### src/rtl/wsa_pkg.sv
`default_nettype none
// +------------------------------------------------------------------+
// | wsa_pkg                                                          |
// | Shared FSM encoding and reset divisor for write_slot_arbiter.    |
// | Revision: 1.0                                                    |
// +------------------------------------------------------------------+
package wsa_pkg;

   localparam logic [1:0] IDLE  = 2'd0;
   localparam logic [1:0] GRANT = 2'd1;
   localparam logic [1:0] WRITE = 2'd2;

   localparam int WSA_DEFAULT_DIV = 2047;

endpackage : wsa_pkg
`default_nettype wire

### src/rtl/wsa_tick_gen.sv
`default_nettype none
// +------------------------------------------------------------------+
// | wsa_tick_gen                                                     |
// | Programmable slot counter producing one TICK per divisor period. |
// | Revision: 1.0                                                    |
// +------------------------------------------------------------------+
module wsa_tick_gen
   import wsa_pkg::*;
#(
   parameter int DIV_WIDTH = 11
) (
   input  logic                 clk,
   input  logic                 rst_n,
   input  logic [DIV_WIDTH-1:0] div_value,
   input  logic                 div_load,
   output logic                 tick
);

   logic [DIV_WIDTH-1:0] div_reg;
   logic [DIV_WIDTH-1:0] count;

   always_ff @(posedge clk) begin
      if (!rst_n) begin
         div_reg <= DIV_WIDTH'(WSA_DEFAULT_DIV);
         count   <= '0;
      end else if (div_load) begin
         div_reg <= div_value;
         count   <= '0;
      end else if (count == div_reg) begin
         count   <= '0;
      end else begin
         count   <= count + 1'b1;
      end
   end

   // A reload restarts the period, so the edge that loads must not also fire.
   assign tick = (count == div_reg) && !div_load;

endmodule : wsa_tick_gen
`default_nettype wire

### src/rtl/write_slot_arbiter.sv
`default_nettype none
// +------------------------------------------------------------------+
// | write_slot_arbiter                                               |
// | Round-robin arbiter granting one shared write per slot tick.     |
// | Option macro: WRITE_SLOT_ARBITER_PRIORITY_EN (requester 0 fixed  |
// | priority).                                                       |
// | Revision: 1.0                                                    |
// +------------------------------------------------------------------+
module write_slot_arbiter
   import wsa_pkg::*;
#(
   parameter int NUM_REQ    = 4,
   parameter int DATA_WIDTH = 8,
   parameter int DIV_WIDTH  = 11
) (
   input  logic                          IN_50Mhz,
   input  logic                          RST_N,
   input  logic [DIV_WIDTH-1:0]          DIV_VALUE,
   input  logic                          DIV_LOAD,
   input  logic [NUM_REQ-1:0]            REQ,
   input  logic [NUM_REQ*DATA_WIDTH-1:0] REQ_DATA,
   output logic [NUM_REQ-1:0]            GNT,
   output logic                          WR_EN,
   output logic [DATA_WIDTH-1:0]         WR_DATA,
   output logic [$clog2(NUM_REQ)-1:0]    WR_OWNER,
   output logic                          BUSY
);

   localparam int OW = $clog2(NUM_REQ);

   logic [1:0]            state;
   logic [1:0]            state_next;
   logic [OW-1:0]         rr_ptr;
   logic [OW-1:0]         ptr_next;
   logic [OW-1:0]         winner;
   logic [OW:0]           cand_sum;
   logic [DATA_WIDTH-1:0] win_data;
   logic                  tick;
   logic                  start;

   wsa_tick_gen #(
      .DIV_WIDTH (DIV_WIDTH)
   ) u_tick_gen (
      .clk       (IN_50Mhz),
      .rst_n     (RST_N),
      .div_value (DIV_VALUE),
      .div_load  (DIV_LOAD),
      .tick      (tick)
   );

   assign start = (state == IDLE) && tick && (|REQ);

   // Scan downward so the candidate closest to rr_ptr is the last one kept.
   always_comb begin
      winner   = '0;
      cand_sum = '0;
      for (int i = NUM_REQ - 1; i >= 0; i--) begin
         cand_sum = {1'b0, rr_ptr} + (OW + 1)'(i);
         if (cand_sum >= (OW + 1)'(NUM_REQ)) begin
            cand_sum = cand_sum - (OW + 1)'(NUM_REQ);
         end
         if (REQ[cand_sum[OW-1:0]]) begin
            winner = cand_sum[OW-1:0];
         end
      end
`ifdef WRITE_SLOT_ARBITER_PRIORITY_EN
      if (REQ[0]) begin
         winner = '0;
      end
`endif
   end

   always_comb begin
      if (winner == OW'(NUM_REQ - 1)) begin
         ptr_next = '0;
      end else begin
         ptr_next = winner + 1'b1;
      end
`ifdef WRITE_SLOT_ARBITER_PRIORITY_EN
      if (REQ[0]) begin
         ptr_next = rr_ptr;
      end
`endif
   end

   always_comb begin
      win_data = '0;
      for (int i = 0; i < NUM_REQ; i++) begin
         if (winner == OW'(i)) begin
            win_data = REQ_DATA[i*DATA_WIDTH +: DATA_WIDTH];
         end
      end
   end

   always_ff @(posedge IN_50Mhz) begin
      if (!RST_N) begin
         state <= IDLE;
      end else begin
         state <= state_next;
      end
   end

   always_comb begin
      state_next = state;
      case (state)
         IDLE:    if (start) state_next = GRANT;
         GRANT:   state_next = WRITE;
         WRITE:   state_next = IDLE;
         default: state_next = IDLE;
      endcase
   end

   always_comb begin
      GNT   = '0;
      WR_EN = (state == WRITE);
      BUSY  = (state == GRANT) || (state == WRITE);
      if (state == GRANT) begin
         GNT[WR_OWNER] = 1'b1;
      end
   end

   // Winner is captured at the tick so later REQ changes cannot disturb the slot.
   always_ff @(posedge IN_50Mhz) begin
      if (!RST_N) begin
         rr_ptr   <= '0;
         WR_OWNER <= '0;
         WR_DATA  <= '0;
      end else if (start) begin
         rr_ptr   <= ptr_next;
         WR_OWNER <= winner;
         WR_DATA  <= win_data;
      end
   end

endmodule : write_slot_arbiter
`default_nettype wire

### config.mk
export PLATFORM = sky130hd
export DESIGN_NAME = write_slot_arbiter
export DESIGN_NICKNAME = d
export VERILOG_FILES = /design/src/rtl/wsa_pkg.sv /design/src/rtl/wsa_tick_gen.sv /design/src/rtl/write_slot_arbiter.sv
export SDC_FILE = /design/constraint.sdc
export NUM_CORES = 1
export LEC_CHECK = 0
export CELL_PAD_IN_SITES_DETAIL_PLACEMENT = 1
export CELL_PAD_IN_SITES_GLOBAL_PLACEMENT = 2
export CORE_MARGIN = 2
export CORE_UTILIZATION = 27
export DETAILED_ROUTE_END_ITERATION = 8
export GPL_TIMING_DRIVEN = 0
export PLACE_DENSITY_LB_ADDON = 0.1
export SKIP_LAST_GASP = 1
export SYNTH_ARGS = -nofsm -noshare
export SYNTH_HDL_FRONTEND = slang
export SYNTH_SLANG_ARGS = --single-unit
### constraint.sdc
create_clock -name IN_50Mhz -period 3.51 [get_ports IN_50Mhz]
set_input_delay 0.351 -clock IN_50Mhz [delete_from_list [all_inputs] [get_ports IN_50Mhz]]
set_output_delay 0.351 -clock IN_50Mhz [all_outputs]
set_load 0.05 [all_outputs]
==> qor.csv, run 1 <==
stage,metric,value,unit
pwr,combinational fraction of design power,0.151,
min_path,worst hold path type,flip-flop to flip-flop,
grt,number of antenna violations at the first check in global routing,0,
synth,Cells after Synth,217,
critical_path,worst-path maximum fanout,10,
critical_path,worst setup path category,input pin to flip-flop,
critical_path,worst-case reg-to-reg path depth,10,
clock_network,H-Tree Depth,2,
grt,first-pass GRT wire length,8800,um
floorplanning,die area,7640,um2
sta,fmax,346,MHz
critical_path,CP peak stage delay,570,ps
sta,"Hold Violations, Final",0,
synth,Synth Register Bits,36,
sta,Setup WS post-layout,620,ps
sta,RSZ-0062 raised after global routing,no,
clock_network,TritonCTS buffer count,5,
critical_path,launch point of the worst reg-to-reg path,rr_ptr[1]$_SDFFE_PN0P_,
critical_path,WP data arrival,3040,ps
cells_and_area,Area growth syn-to-layout,44.8,%
critical_path,CP required,3660,ps
place,Cells after DPL,362,
place,routability congestion estimate,0.782,
floorplanning,FP Rows,30,
place,pre-CTS setup slack,313,ps
pwr,switching power,0.202,mW
cells_and_area,Post-Layout Cell Count,370,
grt,largest net degree at the start of global routing,11,
cells_and_area,# nets final,347,
synth,asr flop ratio synth,0,
synth,Synth area leader,dfxtp_1,
pwr,worst vdd ir,247,uV
pwr,Pint,0.655,mW
critical_path,RR Endpoint,WR_DATA[5]$_SDFFE_PN0P_,
sta,Clock Skew,7.23,ps
critical_path,cell family with most CP delay,buffers and inverters,
pwr,Tot Pwr,0.857,mW
critical_path,crit-path cells,"clkdlybuf4s50_1, a21oi_1, o21ai_0, o2bb2a_1, inv_1, ha_1, buf_1, nor2b_1, clkbuf_1, a221o_1, a221oi_1, nor3_1",
floorplanning,die width,87.4,um
drt,DR WL/cell,14.5,um
pwr,Seq pwr share,0.495,
pwr,switch share,0.236,
synth,Mapped Area,1880,um2
critical_path,slowest CP cell,clkdlybuf4s50_1,
grt,grt ovf,0,
place,hpwl dp,4290,um
drt,drt initial violations,47,
synth,register area share after synthesis,0.384,
critical_path,CP Buf/Inv Count,4,
synth,prevailing post-synth register cell,dfxtp_1,
pwr,P_leak,1.05,nW
clock_network,CTS tree,yes,
clock_network,maximum clock insertion buffer count,2,
min_path,WHS Path Cells,2,
grt,number of global-route vias before repair,1757,
floorplanning,Initial Util,0.278,
drt,DRC violations left,0,
clock_network,Post-CTS Setup Inserts,0,
synth,post-synthesis cell type count,30,
floorplanning,Die Height,87.4,um
synth,syn_area_per_cell,8.65,um2
clock_network,Worst-Skew Late Latency,280,ps
run_status,status,completed,
drt,Via Count,1736,
synth,Synth Warn #,0,
grt,Global Route Usage Sum,0.149,
sta,Worst Max-Slew Pin Slew,699,ps
sta,final setup fails,0,
sta,"Period Utilization, post-route",0.823,
drt,via density per instance,4.69,
drt,ANT nets after route,0,
critical_path,WP depth,12,
sta,fin crit period,2890,ps
synth,number of flops mapped to enable cells by yosys,0,
pwr,Clk pwr share,0.354,
clock_network,# hold bufs at CTS,0,
clock_network,root buffer selected by CTS,clkbuf_8,
sta,Fin Setup TNS,0,ps
floorplanning,Ports,66,
synth,syn nets,275,
synth,Synth area leaders,"dfxtp_1 38%, mux2i_1 7.5%, xor2_1 7.0%",
clock_network,post-CTS sizing,0,
sta,Worst slew margin,0.534,
pwr,pwr dens,315,nW/um2
critical_path,R2R Setup Slk,750,ps
synth,post-synth top area share,0.384,
clock_network,"Clk pin slew, worst setup/hold paths",70,ps
cells_and_area,# diodes,0,
critical_path,Critical Path Start Type,input pin,
min_path,WHS Endpoint,WR_DATA[6]$_SDFFE_PN0P_,
drt,DR pass1 iterations,4,
floorplanning,Core ar.,6760,um2
critical_path,Worst Setup End Kind,flip-flop,
flow_run,max-cap violation count,0,
clock_network,CTS sink cnt,36,
sta,Final Max Slew Viols,0,
min_path,hold_sp,WR_DATA[6]$_SDFFE_PN0P_,
drt,Total Wirelength,5370,um
place,number of I/O port buffers,65,
cells_and_area,layout cells sized above 1,0.0276,
-- cells by family (layout without fill, tap and decap cells) --
logic type	count (synthesis)	count (layout)	share of synthesized area
compound gates	36	36	0.138
simple gates	76	76	0.203
mux	14	14	0.0746
flops	36	36	0.384
fa+ha+maj	8	8	0.0533
buf+inv	27	100	0.0540
xor+xnor	20	20	0.0933
-- worst max-delay path by stage --
stage,startpoint,end
floorplan,rr_ptr[1]$_SDFFE_PN0P_,WR_DATA[5]$_SDFFE_PN0P_
global placement,REQ[0],WR_DATA[3]$_SDFFE_PN0P_
detailed placement,REQ[0],WR_DATA[3]$_SDFFE_PN0P_
CTS,REQ[0],WR_DATA[3]$_SDFFE_PN0P_
global route,REQ[0],WR_DATA[5]$_SDFFE_PN0P_
finish,REQ[0],WR_DATA[5]$_SDFFE_PN0P_
-- cell usage in the layout (no fill, tap or decap), types with 2 or more instances in the layout --
| cell type | netlist | final |
|---|---|---|
| a21oi_1 | 15 | 15 |
| a221o_1 | 7 | 7 |
| a221oi_1 | 7 | 7 |
| and3_1 | 4 | 4 |
| buf_1 | 2 | 2 |
| clkbuf_1 | 9 | 11 |
| clkbuf_8 | 0 | 6 |
| clkdlybuf4s50_1 | 0 | 65 |
| dfxtp_1 | 36 | 36 |
| ha_1 | 8 | 8 |
| inv_1 | 16 | 16 |
| mux2i_1 | 14 | 14 |
| nand2_1 | 24 | 24 |
| nand3_1 | 3 | 3 |
| nor2_1 | 16 | 16 |
| nor2b_1 | 8 | 8 |
| nor3_1 | 10 | 10 |
| nor3b_1 | 3 | 3 |
| nor4_2 | 2 | 2 |
| o21ai_0 | 3 | 3 |
| xnor2_1 | 5 | 5 |
| xor2_1 | 15 | 15 |
-- cell type report --
cell class | instances | area [um2]
flip-flops and latches | 36 | 721
multi-input cells | 154 | 1060
plain buffers | 11 | 41.3
clock buffers | 8 | 90.1
inverters | 16 | 60.1
fillers | 813 | 4040
repair buffers | 65 | 651
well taps | 80 | 100
-- cells in the mapped netlist (all sizes together) (4+ instances only) --
cell type and n:
inv 16, clkbuf 9, a21oi 15, a221o 7, a221oi 7, nor3 10
and3 4, dfxtp 36, nor2 16, mux2i 14, ha 8, xnor2 5
xor2 15, nand2 24, nor2b 8
-- routing by layer --
metal / vias to the layer above / global-route usage / wire [um]
li1: 890 / - / -
met1: 801 / 0.200 / 2660
met2: 43 / 0.240 / 2400
met3: 2 / 0.0332 / 287
met4: 0 / 0.0378 / 30
met5: - / 0 / 0
-- power groups by stage --
| stage | clock network [mW] | registers (mW) | logic [mW] |
|---|---|---|---|
| finish | 0.303 | 0.424 | 0.130 |
| global route | 0.332 | 0.425 | 0.144 |
| CTS | 0.314 | 0.424 | 0.132 |
| detailed placement | 0 | 0.434 | 0.131 |
| global placement | 0 | 0.434 | 0.129 |
| floorplan | 0 | 0.431 | 0.0571 |
-- stage by stage --
step	instance area, um2	utilization	hold WS [ps]
3_3_place_gp	2630	0.389	439
5_1_grt	2720	0.402	486
4_1_cts	2720	0.402	460
6_report	2720	0.402	454
3_5_place_dp	2630	0.389	450
2_1_floorplan	1880	-	413
-- worst min-delay path, cell delays in order (launching register included) --
cell	delay, ps
dfxtp_1	310
nand2_1	50
a21oi_1	50
Note: power is estimated with default switching activity, not from simulation.
==> run 2, diff against run 1 <==
--- a/config.mk
+++ b/config.mk
@@ -8,7 +8,7 @@
 export CELL_PAD_IN_SITES_DETAIL_PLACEMENT = 1
 export CELL_PAD_IN_SITES_GLOBAL_PLACEMENT = 2
 export CORE_MARGIN = 2
-export CORE_UTILIZATION = 27
+export CORE_UTILIZATION = 23
 export DETAILED_ROUTE_END_ITERATION = 8
 export GPL_TIMING_DRIVEN = 0
 export PLACE_DENSITY_LB_ADDON = 0.1
==> constraint.sdc (replaced) <==
create_clock -name IN_50Mhz -period 2.4 [get_ports IN_50Mhz]
set_input_delay 0.24 -clock IN_50Mhz [delete_from_list [all_inputs] [get_ports IN_50Mhz]]
set_output_delay 0.24 -clock IN_50Mhz [all_outputs]
set_load 0.05 [all_outputs]
==> run 2 against run 1 <==
Power increased by 51%. First-iteration DRC count grew 6.4%. Setup slack worse by 450 ps. Wire length grew 1.7%. Via count rose by 1.4%. Critical path type is now flip-flop to flip-flop.
==> qor.csv, run 2 (same netlist as run 1, synthesis figures left out) <==
stage,metric,value,unit,change
cells_and_area,Area growth syn-to-layout,50.6,%,
sta,Final Max Slew Viols,0,,unchanged
critical_path,launch point of the worst reg-to-reg path,rr_ptr[1]$_SDFFE_PN0P_,,
critical_path,Worst Setup SP,rr_ptr[1]$_SDFFE_PN0P_,,
sta,fin crit period,2230,ps,
drt,Via Count,1760,,+1.4%
critical_path,WP data arrival,2390,ps,-650 ps
clock_network,CTS tree,yes,,
critical_path,Worst Setup End Kind,flip-flop,,
sta,Clock Skew,3.74,ps,-3.49 ps
critical_path,RR Endpoint,WR_DATA[7]$_SDFFE_PN0P_,,
sta,fmax,449,MHz,
critical_path,CP Capture Point,WR_DATA[7]$_SDFFE_PN0P_,,
grt,grt ovf,0,,unchanged
place,routability congestion estimate,0.737,,-5.8%
pwr,Tot Pwr,1.29,mW,+51%
critical_path,CP required,2560,ps,-1100 ps
flow_run,max-cap violation count,0,,unchanged
sta,Fin Setup TNS,0,ps,unchanged
critical_path,worst setup path category,flip-flop to flip-flop,,
grt,first-pass GRT wire length,9230,um,+4.9%
clock_network,H-Tree Depth,2,,unchanged
clock_network,TritonCTS buffer count,5,,unchanged
critical_path,worst-path maximum fanout,7,,-3
cells_and_area,"commonest cells after routing, fill and taps aside","64 x clkdlybuf4s50_1, 35 x dfxtp_1, 24 x nand2_1",,
clock_network,# hold bufs at CTS,0,,unchanged
critical_path,worst-case reg-to-reg path depth,9,,-1
floorplanning,Core ar.,7810,um2,+16%
drt,DR WL/cell,14.0,um,-3.3%
pwr,worst vdd ir,196,uV,-20%
place,hpwl dp,4310,um,+0.53%
grt,Global Route Usage Sum,0.134,,-0.0149
pwr,pwr dens,456,nW/um2,+45%
pwr,P_leak,1.10,nW,+4.1%
drt,via density per instance,4.52,,-3.6%
clock_network,root buffer selected by CTS,clkbuf_8,,
sta,Worst Max-Slew Pin Slew,738,ps,+39.1 ps
floorplanning,die width,94.4,um,+8.0%
cells_and_area,layout cells sized above 1,0.0836,,+0.0560
critical_path,R2R Setup Slk,170,ps,-580 ps
cells_and_area,"commonest non-fill, non-tap cell in the layout",clkdlybuf4s50_1,,
drt,WL met2,2310,um,-3.5%
clock_network,maximum clock insertion buffer count,2,,unchanged
cells_and_area,final core utilization,0.362,,-0.0402
sta,final setup fails,0,,unchanged
drt,drt initial violations,50,,+6.4%
sta,"Period Utilization, post-route",0.928,,
grt,number of global-route vias before repair,1815,,+3.3%
critical_path,Critical Path Start Type,flip-flop,,
floorplanning,die area,8900,um2,+17%
drt,Total Wirelength,5460,um,+1.7%
grt,largest net degree at the start of global routing,11,,unchanged
min_path,worst hold path type,flip-flop to flip-flop,,
run_status,status,completed,,
floorplanning,Die Height,94.4,um,+8.0%
sta,"Hold Violations, Final",0,,unchanged
sta,Worst slew margin,0.508,,-0.0261
cells_and_area,area of all placed cells without fillers,2830,um2,+4.0%
floorplanning,FP Rows,32,,+6.7%
clock_network,Worst-Skew Late Latency,290,ps,about the same
grt,number of antenna violations at the first check in global routing,0,,unchanged
place,Placement Cell Area,2660,um2,+1.0%
drt,DRC violations left,0,,unchanged
drt,Top Layer Used,met4,,
clock_network,"Clk pin slew, worst setup/hold paths",70,ps,about the same
drt,wl on met1,2880,um,+8.5%
drt,WL met3,246,um,-14%
floorplanning,Initial Util,0.241,,-0.0374
cells_and_area,# nets final,345,,-0.58%
floorplanning,Ports,66,,unchanged
clock_network,CTS sink cnt,36,,unchanged
drt,DR pass1 iterations,4,,unchanged
place,number of I/O port buffers,65,,unchanged
sta,RSZ-0062 raised after global routing,no,,
drt,ANT nets after route,0,,unchanged
cells_and_area,# diodes,0,,unchanged
run 2: changes by cell type in the layout (fill, tap and decap cells not counted), sizes merged:
cell,change
buf,+1
clkdlybuf4s50,-1
dlymetal6s2s,+1
clkbuf,-4
run 2: report_power, final:
| group | switching [mW] | internal [mW] |
|---|---|---|
| logic | 0.0830 | 0.119 |
| clock network | 0.213 | 0.256 |
| registers | 0.0105 | 0.609 |
| total | 0.307 | 0.984 |
run 2: final cells by class:
class                      count  area [um2]
multi-input combinational    154        1130
sequential                    36         724
inverter                      16        60.1
fill                         917        4980
tap                          102         128
timing repair buffer          66         661
clock buffer                   7        96.3
buffer                         8        32.5
run 2: critical path, stage by stage (launching register included):
cell and delay (ps):
dfxtp_4 380, mux2i_1 190, nor2_1 80, nor3_2 270, inv_1 110, ha_1 230
nor2b_2 210, a221o_1 310, a221oi_1 260, nor3_1 70
run 2: how the worst min path moves through the flow:
stage                                        from                            endpoint  slack [ps]  depth (start not counted)
final                     WR_DATA[6]$_SDFFE_PN0P_             WR_DATA[6]$_SDFFE_PN0P_         450                          2
after global routing      WR_DATA[6]$_SDFFE_PN0P_             WR_DATA[6]$_SDFFE_PN0P_         480                          2
after CTS                 WR_DATA[6]$_SDFFE_PN0P_             WR_DATA[6]$_SDFFE_PN0P_         460                          2
after detailed placement  WR_DATA[6]$_SDFFE_PN0P_             WR_DATA[6]$_SDFFE_PN0P_         450                          2
after global placement    WR_DATA[6]$_SDFFE_PN0P_             WR_DATA[6]$_SDFFE_PN0P_         440                          2
after floorplan                             RST_N  u_tick_gen.div_reg[5]$_SDFFE_PN1P_         300                          1
run 2: repair_timing:
action / 4_1_cts / 5_1_grt
cloned: 0 / 0
pin swaps: 1 / 1
buffers inserted: 1 / 0
resized for setup: 7 / 12
setup endpoints to repair: 8 / 8
hold endpoints to repair: 0 / 0
run 2: routing by layer:
layer | vias up | track usage
met3 | 2 | 0.0327
li1 | 885 | -
met2 | 36 | 0.203
met5 | - | 0
met4 | 0 | 0.0326
met1 | 837 | 0.190
run 2: per-stage QoR:
step | hold WS (ps) | worst slack, ps | instances
after global routing | 483 | 10.9 | 389
after detailed placement | 447 | -664 | 384
after global placement | 440 | -648 | 384
after floorplan | 302 | 106 | 217
final | 454 | 173 | 389
after CTS | 457 | 39.6 | 390
==> run 3, diff against run 2 <==
--- a/config.mk
+++ b/config.mk
@@ -10,6 +10,7 @@
 export CORE_MARGIN = 2
 export CORE_UTILIZATION = 23
 export DETAILED_ROUTE_END_ITERATION = 8
+export GPL_ROUTABILITY_DRIVEN = 0
 export GPL_TIMING_DRIVEN = 0
 export PLACE_DENSITY_LB_ADDON = 0.1
 export SKIP_LAST_GASP = 1
==> results of run 3 <==
Same layout as run 2: the final DEF is identical, and so are final timing and power.
